File: src/rtl/jtag_tap_ctrl.sv
// IEEE 1149.1 TAP controller for the DCD JTAG port.
// Holds the 16-state TAP FSM, the instruction register, the latched
// (active) instruction and the 32-bit IDCODE data register, and decodes
// the active instruction into data-register select lines.
module jtag_tap_ctrl #(
  parameter int          IR_LENGTH    = 4,
  parameter logic [31:0] IDCODE_VALUE = 32'h1DC0D001
) (
  input  logic                 tck,
  input  logic                 trst,
  input  logic                 tms,
  input  logic                 tdi,
  output logic                 state_test_logic_reset,
  output logic                 state_run_test_idle,
  output logic                 state_capture_dr,
  output logic                 state_shift_dr,
  output logic                 state_pause_dr,
  output logic                 state_update_dr,
  output logic                 state_shift_ir,
  output logic                 state_exit1_ir,
  output logic                 state_update_ir,
  output logic                 instruction_tdo,
  output logic                 idcode_tdo,
  output logic [IR_LENGTH-1:0] latched_jtag_ir,
  output logic                 sel_global_sr,
  output logic                 sel_pixel_sr,
  output logic                 sel_bs_chain
);

  // TAP state encoding (binary, one code per IEEE 1149.1 state)
  localparam logic [3:0] TLR    = 4'h0;
  localparam logic [3:0] RTI    = 4'h1;
  localparam logic [3:0] SEL_DR = 4'h2;
  localparam logic [3:0] CAP_DR = 4'h3;
  localparam logic [3:0] SH_DR  = 4'h4;
  localparam logic [3:0] EX1_DR = 4'h5;
  localparam logic [3:0] PAU_DR = 4'h6;
  localparam logic [3:0] EX2_DR = 4'h7;
  localparam logic [3:0] UPD_DR = 4'h8;
  localparam logic [3:0] SEL_IR = 4'h9;
  localparam logic [3:0] CAP_IR = 4'hA;
  localparam logic [3:0] SH_IR  = 4'hB;
  localparam logic [3:0] EX1_IR = 4'hC;
  localparam logic [3:0] PAU_IR = 4'hD;
  localparam logic [3:0] EX2_IR = 4'hE;
  localparam logic [3:0] UPD_IR = 4'hF;

  // Instruction codes
  localparam logic [IR_LENGTH-1:0] IR_IDCODE     = IR_LENGTH'(4'b0010);
  localparam logic [IR_LENGTH-1:0] IR_CAPTURE    = IR_LENGTH'(4'b0001);
  localparam logic [IR_LENGTH-1:0] IR_GLOBAL_SR  = IR_LENGTH'(4'b0100);
  localparam logic [IR_LENGTH-1:0] IR_PIXEL_SR   = IR_LENGTH'(4'b1000);
  localparam logic [IR_LENGTH-1:0] IR_EXTEST     = IR_LENGTH'(4'b0000);
  localparam logic [IR_LENGTH-1:0] IR_SAMPLE_PRE = IR_LENGTH'(4'b0001);

  logic [3:0]           state_q, state_d;
  logic [IR_LENGTH-1:0] jtag_ir_q, jtag_ir_d;
  logic [IR_LENGTH-1:0] latched_ir_q, latched_ir_d, latched_ir_upd;
  logic [31:0]          idcode_q, idcode_d;

  // TAP next-state function driven by tms
  always_comb begin
    state_d = state_q;
    case (state_q)
      TLR:     state_d = tms ? TLR    : RTI;
      RTI:     state_d = tms ? SEL_DR : RTI;
      SEL_DR:  state_d = tms ? SEL_IR : CAP_DR;
      CAP_DR:  state_d = tms ? EX1_DR : SH_DR;
      SH_DR:   state_d = tms ? EX1_DR : SH_DR;
      EX1_DR:  state_d = tms ? UPD_DR : PAU_DR;
      PAU_DR:  state_d = tms ? EX2_DR : PAU_DR;
      EX2_DR:  state_d = tms ? UPD_DR : SH_DR;
      UPD_DR:  state_d = tms ? SEL_DR : RTI;
      SEL_IR:  state_d = tms ? TLR    : CAP_IR;
      CAP_IR:  state_d = tms ? EX1_IR : SH_IR;
      SH_IR:   state_d = tms ? EX1_IR : SH_IR;
      EX1_IR:  state_d = tms ? UPD_IR : PAU_IR;
      PAU_IR:  state_d = tms ? EX2_IR : PAU_IR;
      EX2_IR:  state_d = tms ? UPD_IR : SH_IR;
      UPD_IR:  state_d = tms ? SEL_DR : RTI;
      default: state_d = TLR;
    endcase
  end

  // Instruction register capture/shift and active-instruction update
  always_comb begin
    jtag_ir_d      = jtag_ir_q;
    latched_ir_upd = latched_ir_q;
    case (state_q)
      CAP_IR:  jtag_ir_d      = IR_CAPTURE;
      SH_IR:   jtag_ir_d      = {tdi, jtag_ir_q[IR_LENGTH-1:1]};
      UPD_IR:  latched_ir_upd = jtag_ir_q;
      default: jtag_ir_d      = jtag_ir_q;
    endcase
    // Landing in (or staying in) Test-Logic-Reset forces IDCODE active
    latched_ir_d = (state_d == TLR) ? IR_IDCODE : latched_ir_upd;
  end

  // IDCODE data register: only responds while IDCODE is the active instruction
  always_comb begin
    idcode_d = idcode_q;
    if (latched_ir_q == IR_IDCODE) begin
      case (state_q)
        CAP_DR:  idcode_d = IDCODE_VALUE;
        SH_DR:   idcode_d = {tdi, idcode_q[31:1]};
        default: idcode_d = idcode_q;
      endcase
    end else begin
      idcode_d = idcode_q;
    end
  end

  // State and register update; trst aborts any scan immediately
  always_ff @(posedge tck or posedge trst) begin
    if (trst) begin
      state_q      <= TLR;
      jtag_ir_q    <= '0;
      latched_ir_q <= IR_IDCODE;
      idcode_q     <= 32'h0000_0000;
    end else begin
      state_q      <= state_d;
      jtag_ir_q    <= jtag_ir_d;
      latched_ir_q <= latched_ir_d;
      idcode_q     <= idcode_d;
    end
  end

  // State strobes are pure decodes of the state register
  assign state_test_logic_reset = (state_q == TLR);
  assign state_run_test_idle    = (state_q == RTI);
  assign state_capture_dr       = (state_q == CAP_DR);
  assign state_shift_dr         = (state_q == SH_DR);
  assign state_pause_dr         = (state_q == PAU_DR);
  assign state_update_dr        = (state_q == UPD_DR);
  assign state_shift_ir         = (state_q == SH_IR);
  assign state_exit1_ir         = (state_q == EX1_IR);
  assign state_update_ir        = (state_q == UPD_IR);

  // Serial outputs; the downstream TDO mux retimes them on negedge
  assign instruction_tdo = jtag_ir_q[0];
  assign idcode_tdo      = idcode_q[0];
  assign latched_jtag_ir = latched_ir_q;

  // Data-register selects; unknown codes give all-zero (BYPASS downstream)
  assign sel_global_sr = (latched_ir_q == IR_GLOBAL_SR);
  assign sel_pixel_sr  = (latched_ir_q == IR_PIXEL_SR);
  assign sel_bs_chain  = (latched_ir_q == IR_EXTEST) || (latched_ir_q == IR_SAMPLE_PRE);

endmodule

File: config.mk
export PLATFORM = sky130hd
export DESIGN_NAME = jtag_tap_ctrl
export DESIGN_NICKNAME = d
export VERILOG_FILES = /design/src/rtl/jtag_tap_ctrl.sv
export SDC_FILE = /design/constraint.sdc
export NUM_CORES = 1
export LEC_CHECK = 0
export CAP_MARGIN = 10
export CORE_ASPECT_RATIO = 1.5
export CORE_MARGIN = 1.5
export CORE_UTILIZATION = 49
export CTS_CLUSTER_SIZE = 20
export DETAILED_ROUTE_END_ITERATION = 6
export GPL_TIMING_DRIVEN = 0
export PLACE_DENSITY = 0.74
export SYNTH_ARGS = -nofsm -noshare
export SYNTH_HDL_FRONTEND = slang
export SYNTH_SLANG_ARGS = --single-unit
File: constraint.sdc
create_clock -name tck -period 1.45 [get_ports tck]
set_clock_uncertainty 0.1 [all_clocks]
set_input_delay 0.29 -clock tck [delete_from_list [all_inputs] [get_ports tck]]
set_output_delay 0.29 -clock tck [all_outputs]
set_load 0.03 [all_outputs]
### Word-level counts from Yosys, hierarchy flattened

Cells that the tools add are included.

| cells by class | value |
|---|---|
| equality and inequality tests | 19 |
| mux-type cells | 17 |
| reductions and logical operators | 11 |

Operators by type and width:

| operator | number |
|---|---|
| $pmux W32 S2 | 1 |
| $pmux W4 S12 | 1 |
| $eq A4 B4 Y1 const B | 9 |
| $mux W4 | 6 |
| $eq A4 B3 Y1 const B | 5 |
| $eq A4 B2 Y1 const B | 3 |
| $logic_not A4 Y1 | 3 |
| $eq A4 B1 Y1 const B | 2 |
| $pmux W4 S2 | 1 |
| $mux W2 | 3 |
| $mux W3 | 2 |
| $reduce_bool A2 Y1 | 3 |
| $reduce_or A2 Y1 | 2 |
| $mux W1 | 3 |
| $reduce_or A3 Y1 | 1 |
| $reduce_and A2 Y1 | 1 |
| $logic_or A1 B1 Y1 | 1 |

| word-level totals | value |
|---|---|
| register bits after elaboration | 44 |
| input bits | 4 |

### Logic depth before layout (Yosys ltp)

| logic depth | value |
|---|---|
| word-level depth | 5 |
| mapped depth | 5 |
| mapped depth without buffers | 3 |

### Least setup slack after synthesis

OpenSTA, ideal clock, no wires.

| path | value |
|---|---|
| kind | flip-flop to output port |
| start point | register state_q[1] |
| end point | output state_test_logic_reset |
| arrival time | 1.756 ns |
| path slack | -0.696 ns |
| stages on the path, launching flop included | 4 |
| path through | dfrtp_1 > buf_4 > clkbuf_1 > nor4_1 |

| between the ends | value |
|---|---|
| longest elaborated chain between the ends | 1 |

RTL lines:

| element | line | RTL |
|---|---|---|
| from (decl) | 56 | `logic [3:0] state_q, state_d;` |
| from (signal assigned) | 121 | `state_q <= state_d;` |
| $logic_not A4 Y1 | 129 | `assign state_test_logic_reset = (state_q == TLR);` |
| to (decl) | 13 | `output logic state_test_logic_reset,` |

No other way between the ends.

### Worst setup path after layout

| path | value |
|---|---|
| start point | register state_q[2] |
| end point | output state_run_test_idle |

| between the ends | value |
|---|---|
| longest elaborated chain between the ends | 1 |

RTL lines:

| element | line | RTL |
|---|---|---|
| $eq A4 B1 Y1 | 130 | `assign state_run_test_idle = (state_q == RTI);` |
| to (decl) | 14 | `output logic state_run_test_idle,` |

No other way between the ends.

==> flow_metrics.tcl <==
set metrics [dict create \
    outcome "finished with violations" \
    violations "negative setup slack" \
    p_total_mw 6.828 \
    hp-class "input port to async pin" \
    grt_use_met3 0.03346 \
    rows 27 \
    slew_viol_final 0 \
    cts_tree "built" \
    endpoint_kind "output pin" \
    fillCellCount 227 \
    root_buffer "clkbuf_8" \
    leakage_nw 1.321 \
    ant_nets 0 \
    cts_sinks 44 \
    multi_input_area_um2 947.2 \
    start_util 0.5212 \
    worst_path_most_repeated_cell "buf_6" \
    yosysWarnings 0 \
    die_area_um2 4384 \
    required_ns 1.06 \
    die_y_um 80.35 \
    netlist_instances 164 \
    postLayoutCellArea_um2 2905 \
    clk_latency_ns 0.30 \
    grt_usage 0.2356 \
    wl_per_cell_um 19.28 \
    rsz0062_at_grt "yes" \
    worst_setup_path_start_kind "register" \
    io_pins 22 \
    relSlewSlack 0.5000 \
    crit_fanout 5 \
    groute.layer.met2.usage 0.4169 \
    placed_area_um2 2374 \
    antenna_found_initial 0 \
    tightest_slew_ns 0.7491 \
    setup_ws_ns -0.4036 \
    syn_to_final_growth_pct 48.66 \
    die_w_um 54.57 \
    timing.hold.ws_ns 0.3268 \
    drc_errors 0 \
    grt-busiest-layer "met2" \
    ir_drop_v 0.001688 \
    cp_slowest_cell "dfrtp_1" \
    clockBufferDepth 2 \
    place_congestion 0.7630 \
    grt_max_degree 45 \
    netlist_area_um2 1954 \
    cts_max_level 2 \
    slowest_delay_ns 0.40 \
    power.density_nw_per_um2 2350 \
    synth_area_leaders "dfrtp_1, a22o_1, o22a_1" \
    ys_seq_elements 44 \
    finalCritPeriodShare 1.278 \
    yosysTopAreaCellShare 0.5506 \
    grt_pass1_vias 1542 \
    pre_cts_slack_ns -0.6873 \
    postSynthAreaPerCell_um2 11.92 \
    ys_seq_area_frac 0.5640 \
    synth_nets 168 \
    drv_cap 0 \
    drtPass1Iterations 4 \
    min_period_ns 1.854 \
    drive_gt1_frac 0.4667 \
    seq_area_um2 1106 \
    grt_use_met1 0.2711 \
    final_nets 228 \
    drt_wl_total_um 5167 \
    grt-ovfl-total 0 \
    antennaDiodeCount 0 \
    cts_buffers 5 \
    worstPathArrival_ns 1.46 \
    crit_chain "buf_6 -> or3_4 -> nor2_4 -> buf_6" \
    clk_pin_slew_ns 0.08 \
    hold_buffers 0 \
    drtIter0Drc 30 \
    setup_viol 52 \
    critical_path_class "register to output pin" \
    grt_pass1_wl_um 7355 \
    hold_violations 0 \
    fmax_ghz 0.5395 \
    tns_ns -13.09 \
    numPortBuffers 21 \
    hpwlAfterDp_um 2731 \
    core_area_um2 3750 \
    yosys.area.top_type "dfrtp_1" \
    viasPerCell 5.843 \
    vias 1566 \
    netlist-cell-type-count 38 \
]
## logic make-up after synthesis
group,synth area share
compound gates,0.2093
xor+xnor,0.008965
buf+inv,0.04865
flops,0.5640
mux,0.02049
simple gates,0.1485
## cell usage after synthesis
cell type	number
dfrtp_1	43
a22o_1	22
nand2_1	10
o22a_1	10
buf_2	7
nor2_1	7
nor3_1	6
o21ai_0	6
inv_1	5
buf_4	4
mux2i_1	4
a21oi_1	3
clkbuf_1	3
nand3_1	3
a211oi_1	2
and2_1	2
and3b_1	2
nand2b_1	2
nand3b_1	2
nor4b_1	2
nor4b_4	2
a211o_1	1
a221o_1	1
and4_1	1
dfstp_2	1
nand4_2	1
nor2b_1	1
nor3b_2	1
nor4_1	1
o211a_1	1
o211ai_1	1
o211ai_2	1
o221a_2	1
o221ai_1	1
or2_2	1
or3_1	1
xnor2_1	1
xor2_1	1
## area by class of cell
cell class | instances | share of cell area
buffer | 13 | 0.06072
clock buffer | 5 | 0.02369
clock inverter | 3 | 0.006460
inverter | 5 | 0.009475
multi-input combinational | 101 | 0.3260
sequential | 44 | 0.3807
tap | 43 | 0.01852
timing repair buffer | 54 | 0.1744
## power by group
part           switching, mW  internal (mW)  leakage (nW)
combinational           2.01           2.05         0.722
clock                  0.424          0.336        0.0479
sequential             0.342           1.67         0.551
total                   2.77           4.05          1.32
## registers in the layout (all words and copies together), names as in the netlist
signal and count:
idcode_q 32, state_q 4, latched_jtag_ir 4, jtag_ir_q 4
## stage by stage
step | instances | utilization
2_1_floorplan | 164 | -
3_3_place_gp | 228 | 0.6330
3_5_place_dp | 228 | 0.6330
4_1_cts | 256 | 0.7257
5_1_grt | 268 | 0.7748
6_report | 268 | 0.7748
## cell usage in the layout (no fill, tap or decap), types with 2 or more instances in the layout
cell type | Yosys | routed
a21oi_1 | 3 | 3
nand2_1 | 10 | 8
buf_4 | 4 | 21
clkbuf_8 | 0 | 5
dfrtp_2 | 0 | 3
a211oi_1 | 2 | 2
clkinv_2 | 0 | 3
clkbuf_16 | 0 | 2
buf_2 | 7 | 3
nor3_4 | 0 | 5
o21ai_0 | 6 | 5
clkdlybuf4s50_1 | 0 | 3
buf_6 | 0 | 32
nor2_1 | 7 | 5
nand3b_1 | 2 | 2
nor2_4 | 0 | 2
nor4b_4 | 2 | 4
clkinvlp_4 | 0 | 2
mux2i_1 | 4 | 4
nand3_1 | 3 | 3
clkbuf_2 | 0 | 3
dfrtp_1 | 43 | 40
nand2_8 | 0 | 2
a22o_1 | 22 | 22
buf_12 | 0 | 2
and3b_1 | 2 | 2
o22a_1 | 10 | 10
## worst max-delay path, delay by kind of cell, from the launching register on
kind	cells	cell delay (ns)
buffers and inverters	2	0.27
flip-flops	1	0.40
AND/OR/NAND/NOR	2	0.49
## timing repair
item                       in CTS  in global routing
pin swaps                       9                 10
setup buffers                  19                 11
gates resized for setup       141                 26
setup endpoints to repair      55                 61
gates cloned                    2                  1
## worst paths after layout
| check | end | depth (start not counted) | slack [ns] | from |
|---|---|---|---|---|
| max | state_run_test_idle | 4 | -0.40 | state_q[2] |
| min | idcode_q[3] | 2 | 0.33 | trst |
| max reg2reg | idcode_q[30] | 7 | -0.34 | state_q[0] |
| min reg2reg | idcode_q[0] | 1 | 0.40 | idcode_q[0] |
| max in group asynchronous | latched_jtag_ir[2] | 2 | 0.44 | trst |
| min in group tck | idcode_q[0] | 1 | 0.40 | idcode_q[0] |
## layer usage
metal	up-vias	wire length, um
met1	785	2051
met4	0	119
met2	36	2849
met5	-	0
li1	731	-
met3	14	147
Note: power is estimated with default switching activity, not from simulation.
